==> src/rtl/alu_share_arbiter.sv <==
// rtl/alu_share_arbiter.sv - round-robin share of one ALU between two requesters, optional ALU_ARB_PERF_EN counters
module alu_share_arbiter #(
    parameter int DATA_W = 32,
    parameter int TAG_W  = 5
) (
    input  logic              clk,
    input  logic              rst,
    input  logic              req0_valid,
    output logic              req0_ready,
    input  logic [DATA_W-1:0] req0_A,
    input  logic [DATA_W-1:0] req0_B,
    input  logic [3:0]        req0_sel,
    input  logic [TAG_W-1:0]  req0_rd,
    input  logic              req1_valid,
    output logic              req1_ready,
    input  logic [DATA_W-1:0] req1_A,
    input  logic [DATA_W-1:0] req1_B,
    input  logic [3:0]        req1_sel,
    input  logic [TAG_W-1:0]  req1_rd,
    output logic              rsp_valid,
    input  logic              rsp_ready,
    output logic              rsp_id,
    output logic [DATA_W-1:0] rsp_result,
    output logic              rsp_zero,
    output logic [TAG_W-1:0]  rsp_rd
`ifdef ALU_ARB_PERF_EN
    ,
    output logic [31:0]       grant_cnt0,
    output logic [31:0]       grant_cnt1,
    output logic [31:0]       stall_cnt
`endif
);

    localparam logic [3:0] OP_ADD  = 4'd0;
    localparam logic [3:0] OP_SUB  = 4'd1;
    localparam logic [3:0] OP_AND  = 4'd2;
    localparam logic [3:0] OP_OR   = 4'd3;
    localparam logic [3:0] OP_XOR  = 4'd4;
    localparam logic [3:0] OP_SLL  = 4'd5;
    localparam logic [3:0] OP_SRL  = 4'd6;
    localparam logic [3:0] OP_SRA  = 4'd7;
    localparam logic [3:0] OP_SLT  = 4'd8;
    localparam logic [3:0] OP_SLTU = 4'd9;
    localparam int SH_W = $clog2(DATA_W);

    logic              last_grant;
    logic              can_accept;
    logic              gnt_id;
    logic              fire;
    logic [DATA_W-1:0] alu_a;
    logic [DATA_W-1:0] alu_b;
    logic [3:0]        alu_sel;
    logic [DATA_W-1:0] alu_out;
    logic              alu_zero;
    logic [SH_W-1:0]   shamt;

    assign can_accept = !rsp_valid || rsp_ready;

    // With both valid the port that did not win last time goes next.
    always_comb begin
        gnt_id = 1'b0;
        if (req0_valid && req1_valid) begin
            gnt_id = ~last_grant;
        end else if (req1_valid) begin
            gnt_id = 1'b1;
        end
    end

    assign fire       = can_accept && (req0_valid || req1_valid) && !rst;
    assign req0_ready = fire && !gnt_id;
    assign req1_ready = fire && gnt_id;

    assign alu_a   = gnt_id ? req1_A   : req0_A;
    assign alu_b   = gnt_id ? req1_B   : req0_B;
    assign alu_sel = gnt_id ? req1_sel : req0_sel;
    assign shamt   = alu_b[SH_W-1:0];

    always_comb begin
        alu_out = '0;
        case (alu_sel)
            OP_ADD:  alu_out = alu_a + alu_b;
            OP_SUB:  alu_out = alu_a - alu_b;
            OP_AND:  alu_out = alu_a & alu_b;
            OP_OR:   alu_out = alu_a | alu_b;
            OP_XOR:  alu_out = alu_a ^ alu_b;
            OP_SLL:  alu_out = alu_a << shamt;
            OP_SRL:  alu_out = alu_a >> shamt;
            OP_SRA:  alu_out = $signed(alu_a) >>> shamt;
            OP_SLT:  alu_out = {{(DATA_W-1){1'b0}}, $signed(alu_a) < $signed(alu_b)};
            OP_SLTU: alu_out = {{(DATA_W-1){1'b0}}, alu_a < alu_b};
            default: alu_out = '0;
        endcase
    end

    assign alu_zero = (alu_out == '0);

    always_ff @(posedge clk) begin
        if (rst) begin
            rsp_valid  <= 1'b0;
            rsp_id     <= 1'b0;
            rsp_result <= '0;
            rsp_zero   <= 1'b0;
            rsp_rd     <= '0;
            last_grant <= 1'b1;
        end else if (fire) begin
            rsp_valid  <= 1'b1;
            rsp_id     <= gnt_id;
            rsp_result <= alu_out;
            rsp_zero   <= alu_zero;
            rsp_rd     <= gnt_id ? req1_rd : req0_rd;
            last_grant <= gnt_id;
        end else if (rsp_ready) begin
            rsp_valid  <= 1'b0;
        end
    end

`ifdef ALU_ARB_PERF_EN
    always_ff @(posedge clk) begin
        if (rst) begin
            grant_cnt0 <= '0;
            grant_cnt1 <= '0;
            stall_cnt  <= '0;
        end else begin
            if (req0_ready) grant_cnt0 <= grant_cnt0 + 32'd1;
            if (req1_ready) grant_cnt1 <= grant_cnt1 + 32'd1;
            if (rsp_valid && !rsp_ready && (req0_valid || req1_valid))
                stall_cnt <= stall_cnt + 32'd1;
        end
    end
`endif

endmodule

==> config.mk <==
export PLATFORM = sky130hd
export DESIGN_NAME = alu_share_arbiter
export DESIGN_NICKNAME = d
export VERILOG_FILES = /design/src/rtl/alu_share_arbiter.sv
export SDC_FILE = /design/constraint.sdc
export NUM_CORES = 1
export LEC_CHECK = 0
export BUFFER_PORTS_ARGS = -buffer_cell sky130_fd_sc_hd__buf_2
export CORE_AREA = 5 5 218 220
export CTS_CLUSTER_DIAMETER = 50
export DETAILED_ROUTE_END_ITERATION = 10
export DIE_AREA = 0 0 223 225
export PLACE_DENSITY = 0.53
export SKIP_CTS_REPAIR_TIMING = 1
export SLEW_MARGIN = 20
export SYNTH_ARGS = -nofsm -noshare
export SYNTH_HDL_FRONTEND = slang
export SYNTH_SLANG_ARGS = --single-unit
==> constraint.sdc <==
create_clock -name clk -period 6.3 [get_ports clk]
set_input_delay 0.945 -clock clk [delete_from_list [all_inputs] [get_ports clk]]
set_output_delay 0.945 -clock clk [all_outputs]
set_load 0.005 [all_outputs]
==> flow_summary.html <==
<table>
<tr><th>Metric</th><th>Value</th></tr>
<tr><th colspan="2">Setup path</th></tr>
<tr><td>Highest-delay cell along the critical path</td><td>a21boi_4</td></tr>
<tr><td>Worst stage delay on the critical path</td><td>570 ps</td></tr>
<tr><td>Max FO, Critical Path</td><td>12</td></tr>
<tr><td>Worst setup SP type</td><td>input pin</td></tr>
<tr><td>Type of destination of the critical path</td><td>register</td></tr>
<tr><td>CP most frequent cell</td><td>nor4_1</td></tr>
<tr><td>Worst reg2reg path startpoint</td><td>last_grant$_SDFFE_PP1P_</td></tr>
<tr><td>Worst setup startpoint</td><td>req0_valid</td></tr>
<tr><td>Crit-path cells</td><td>buf_2 -&gt; a21boi_4 -&gt; nand2_1 -&gt; nand2_1 -&gt; inv_1 -&gt; ha_1 -&gt; fa_1 -&gt; nor2b_1 -&gt; o311ai_0 -&gt; o21ai_1 -&gt; a21oi_1 -&gt; o31ai_1 -&gt; a21oi_1 -&gt; and3_1 -&gt; nor4_1 -&gt; nand3_1 -&gt; nor4_1 -&gt; nand3_1 -&gt; nor4_1 -&gt; a32o_1</td></tr>
<tr><td>Required time of the critical path</td><td>6530 ps</td></tr>
<tr><td>Start-to-end type of the worst setup path</td><td>input pin to register</td></tr>
<tr><td>Arrival time at the worst endpoint</td><td>6160 ps</td></tr>
<tr><th colspan="2">Power and ir drop</th></tr>
<tr><td>Leakage power figure</td><td>6.92 nW</td></tr>
<tr><td>Worst-case vdd ir drop</td><td>120 uV</td></tr>
<tr><td>Final Total Pwr</td><td>0.00255 W</td></tr>
<tr><td>Power density normalized to cell area</td><td>166 nW/um2</td></tr>
<tr><th colspan="2">Synth</th></tr>
<tr><td>Share of synthesized registers carrying an async set or reset</td><td>0</td></tr>
<tr><td>Main combinational cell family by area after synthesis</td><td>compound AO/OA/AOI/OAI gates</td></tr>
<tr><td>Synth Area in Simple Gates</td><td>0.260</td></tr>
<tr><td>Proportion of synthesized area in mux cells</td><td>0.201</td></tr>
<tr><td>Adder-cell share of the synthesized area</td><td>0.0931</td></tr>
<tr><td>Count of cell types in the netlist</td><td>85</td></tr>
<tr><td>Post-Synth XOR/XNOR Area</td><td>0.00976</td></tr>
<tr><td>Part of the Yosys area used for sequential elements</td><td>0.0610</td></tr>
<tr><td>Synth Area in Compound Gates</td><td>0.294</td></tr>
<tr><td>Number of register bits inferred by synthesis</td><td>41</td></tr>
<tr><td>Number of flops mapped to enable cells by yosys</td><td>0</td></tr>
<tr><td>Mean post-synth cell area</td><td>6.63 um2</td></tr>
<tr><td>Count of mapped cells out of synthesis</td><td>2031</td></tr>
<tr><td>Summed instance area of the synthesized netlist</td><td>13500 um2</td></tr>
<tr><td>Nets in the synthesized netlist</td><td>2281</td></tr>
<tr><td>Warning count from the yosys run</td><td>0</td></tr>
<tr><td>Ys flop type</td><td>dfxtp_1</td></tr>
<tr><th colspan="2">Clock tree</th></tr>
<tr><td>Total clock buffers created by CTS</td><td>5</td></tr>
<tr><td>Clock tree from TritonCTS</td><td>yes</td></tr>
<tr><td>Maximum number of buffers from clock root to sink</td><td>2</td></tr>
<tr><td>Total number of H-tree levels</td><td>2</td></tr>
<tr><td>Clock-pin slew on the worst setup and hold paths</td><td>60 ps</td></tr>
<tr><td>Clk sinks</td><td>41</td></tr>
<tr><td>Root buffer cell</td><td>clkbuf_16</td></tr>
<tr><td>Clk Latency, worst-skew pair</td><td>290 ps</td></tr>
<tr><th colspan="2">Floorplanning</th></tr>
<tr><td>Starting density of the core</td><td>0.299</td></tr>
<tr><td>Area enclosed by the die boundary</td><td>50200 um2</td></tr>
<tr><td>Count of standard-cell rows</td><td>78</td></tr>
<tr><td>Height of the chip</td><td>225 um</td></tr>
<tr><td>Die X</td><td>223 um</td></tr>
<tr><td>Core region area</td><td>45100 um2</td></tr>
<tr><td>Boundary Pins</td><td>193</td></tr>
<tr><th colspan="2">Routing</th></tr>
<tr><td>Antenna violation net count after detailed routing</td><td>0</td></tr>
<tr><td>Vias per cell</td><td>6.19</td></tr>
<tr><td>Final routed wirelength across all metal layers</td><td>71.9 mm</td></tr>
<tr><td>DRC violations left</td><td>0</td></tr>
<tr><td>Final routed wire length divided by cell count</td><td>26.1 um</td></tr>
<tr><td>Via total after detailed routing</td><td>17100</td></tr>
<tr><td>First-pass iteration count of the detailed router</td><td>7</td></tr>
<tr><td>Violation count after the first detailed-routing iteration</td><td>2350</td></tr>
<tr><th colspan="2">Timing</th></tr>
<tr><td>Final setup slack of the worst path</td><td>376 ps</td></tr>
<tr><td>Pins Over Slew Limit</td><td>0</td></tr>
<tr><td>Final count of negative-setup-slack endpoints</td><td>0</td></tr>
<tr><td>Tcrit/Tclk final</td><td>0.940</td></tr>
<tr><td>RSZ-0062 raised after global routing</td><td>false</td></tr>
<tr><td>Worst slew margin relative to its limit</td><td>0.285</td></tr>
<tr><td>Clock period minus final worst setup slack</td><td>5920 ps</td></tr>
<tr><td>Final Skew</td><td>6.83 ps</td></tr>
<tr><td>Timing-limited maximum frequency</td><td>0.169 GHz</td></tr>
<tr><td>Final setup TNS</td><td>0 ps</td></tr>
<tr><td>Worst Max-Slew Pin Slew</td><td>1040 ps</td></tr>
<tr><td>Final Hold Vio Count</td><td>0</td></tr>
<tr><th colspan="2">Placed design</th></tr>
<tr><td>Count of input and output buffers</td><td>192</td></tr>
<tr><td>Placement Cell Area</td><td>15200 um2</td></tr>
<tr><td>Place WS</td><td>241 ps</td></tr>
<tr><td>Final GP Congestion</td><td>1.05</td></tr>
<tr><td>Total half-perimeter wirelength after legalization and detailed placement</td><td>57.7 mm</td></tr>
<tr><th colspan="2">Layout</th></tr>
<tr><td>Area growth from synthesis to layout</td><td>14.1%</td></tr>
<tr><td>Most frequent standard cell in the layout excluding fill and tap cells</td><td>nand2_1</td></tr>
<tr><td>Final Net Count</td><td>2407</td></tr>
<tr><td>Final instance area</td><td>15400 um2</td></tr>
<tr><td>Share of the core filled with cells in the final layout</td><td>0.341</td></tr>
<tr><td>Number of filler instances in the final layout</td><td>4986</td></tr>
<tr><td>Number of antenna repair diodes</td><td>0</td></tr>
<tr><td>Proportion of layout cells with a drive suffix above 1</td><td>0.165</td></tr>
<tr><td>Most frequent cells in the layout</td><td>366 x nand2_1, 190 x mux2i_1, 190 x buf_2</td></tr>
<tr><th colspan="2">Global route</th></tr>
<tr><td>Overall overflow remaining after global route</td><td>0</td></tr>
<tr><td>First-pass GRT wire length</td><td>105 mm</td></tr>
<tr><td>Number of antenna violations at the first check in global routing</td><td>2</td></tr>
<tr><td>Maximum number of pins on one net before global-route repair</td><td>66</td></tr>
<tr><td>All-layer global routing usage</td><td>0.268</td></tr>
<tr><td>Vias in the first global route</td><td>15800</td></tr>
<tr><th colspan="2">Min path</th></tr>
<tr><td>Start point of the worst hold path</td><td>rsp_result[21]$_SDFFE_PP0P_</td></tr>
<tr><td>Worst min-delay path category</td><td>register to register</td></tr>
<tr><th colspan="2">Outcome</th></tr>
<tr><td>Run status</td><td>finished clean</td></tr>
<tr><th colspan="2">Job</th></tr>
<tr><td>Max-cap violations</td><td>0</td></tr>
</table>
==> metrics by stage <==
stage	hold slack, ps	std cells
after CTS	455	2758
final	455	2758
after global routing	478	2758
after floorplan	453	2031
after detailed placement	446	2750
after global placement	443	2750
==> worst max-delay path: cells and delay by family <==
family | cells | cell delay [ps]
and+or+nand+nor | 9 | 2060
AOI/OAI and AO/OA | 7 | 2210
buffers and inverters | 2 | 220
adders and majority gates | 2 | 710
==> where the power goes <==
part / internal (W) / switching, W
clock: 0.000187 / 0.000108
sequential: 0.000290 / 0.0000173
combinational: 0.000653 / 0.00129
==> registers in the layout (all words and copies together), names as in the netlist <==
register,count
last_grant,1
rsp_id,1
rsp_rd,5
rsp_result,32
rsp_valid,1
rsp_zero,1
==> synth_stat cells (10+ instances only) <==
library cell / n / share of area
nor4_1: 31 / 0.014
inv_1: 93 / 0.026
nor2b_1: 22 / 0.010
mux4_2: 17 / 0.028
o221ai_1: 10 / 0.0065
buf_1: 23 / 0.0064
a211oi_1: 73 / 0.041
o211ai_1: 27 / 0.015
and2_1: 10 / 0.0046
nand3_1: 50 / 0.019
a31oi_1: 17 / 0.0079
nand2_1: 366 / 0.10
nand4_1: 21 / 0.0098
a221oi_1: 15 / 0.0098
and3_1: 10 / 0.0046
ha_1: 97 / 0.090
dfxtp_1: 41 / 0.061
o21bai_1: 13 / 0.0072
nor3_1: 47 / 0.017
a21oi_1: 153 / 0.057
clkbuf_1: 73 / 0.020
a22oi_1: 16 / 0.0089
nor2_1: 181 / 0.050
o22ai_1: 29 / 0.013
mux2i_1: 194 / 0.14
a311oi_1: 11 / 0.0072
buf_2: 44 / 0.016
nand2b_1: 12 / 0.0056
mux2_2: 27 / 0.023
o2111ai_1: 13 / 0.0085
xnor2_1: 15 / 0.0098
o31ai_1: 17 / 0.0095
a211o_1: 10 / 0.0065
o21ai_0: 94 / 0.035
==> per-layer routing <==
metal  vias up  part of all wire  GRT usage
met5         -                 0          0
met4         0             0.068      0.145
met3       177             0.088     0.0344
met2      1038              0.42      0.411
met1      8129              0.42      0.367
li1       7724                 -          -
==> logic make-up (layout without fill, tap and decap cells) <==
| group | count (synthesis) | after routing |
|---|---|---|
| mux | 242 | 242 |
| flops | 41 | 41 |
| buf+inv | 257 | 384 |
| simple gates | 787 | 787 |
| fa+ha+maj | 99 | 99 |
| xor+xnor | 15 | 15 |
| compound gates | 590 | 590 |
==> layout make-up <==
cell class | instances | area, um2 | share of cell area
flip-flops and latches | 41 | 821 | 0.0534
well taps | 600 | 751 | 0.0488
clock buffers | 5 | 125 | 0.00814
repair buffers | 274 | 1640 | 0.107
multi-input cells | 1733 | 11600 | 0.755
clock inverters | 3 | 46.3 | 0.00301
inverters | 102 | 383 | 0.0249
==> path summary, 6_finish.rpt <==
kind	cells after the start	slack [ps]	endpoint
setup / recovery	20	380	rsp_zero$_SDFFE_PP0P_
hold / removal	2	450	rsp_result[21]$_SDFFE_PP0P_
setup reg to reg	18	770	rsp_zero$_SDFFE_PP0P_
hold reg to reg	2	450	rsp_result[21]$_SDFFE_PP0P_
Note: power is estimated with default switching activity, not from simulation.
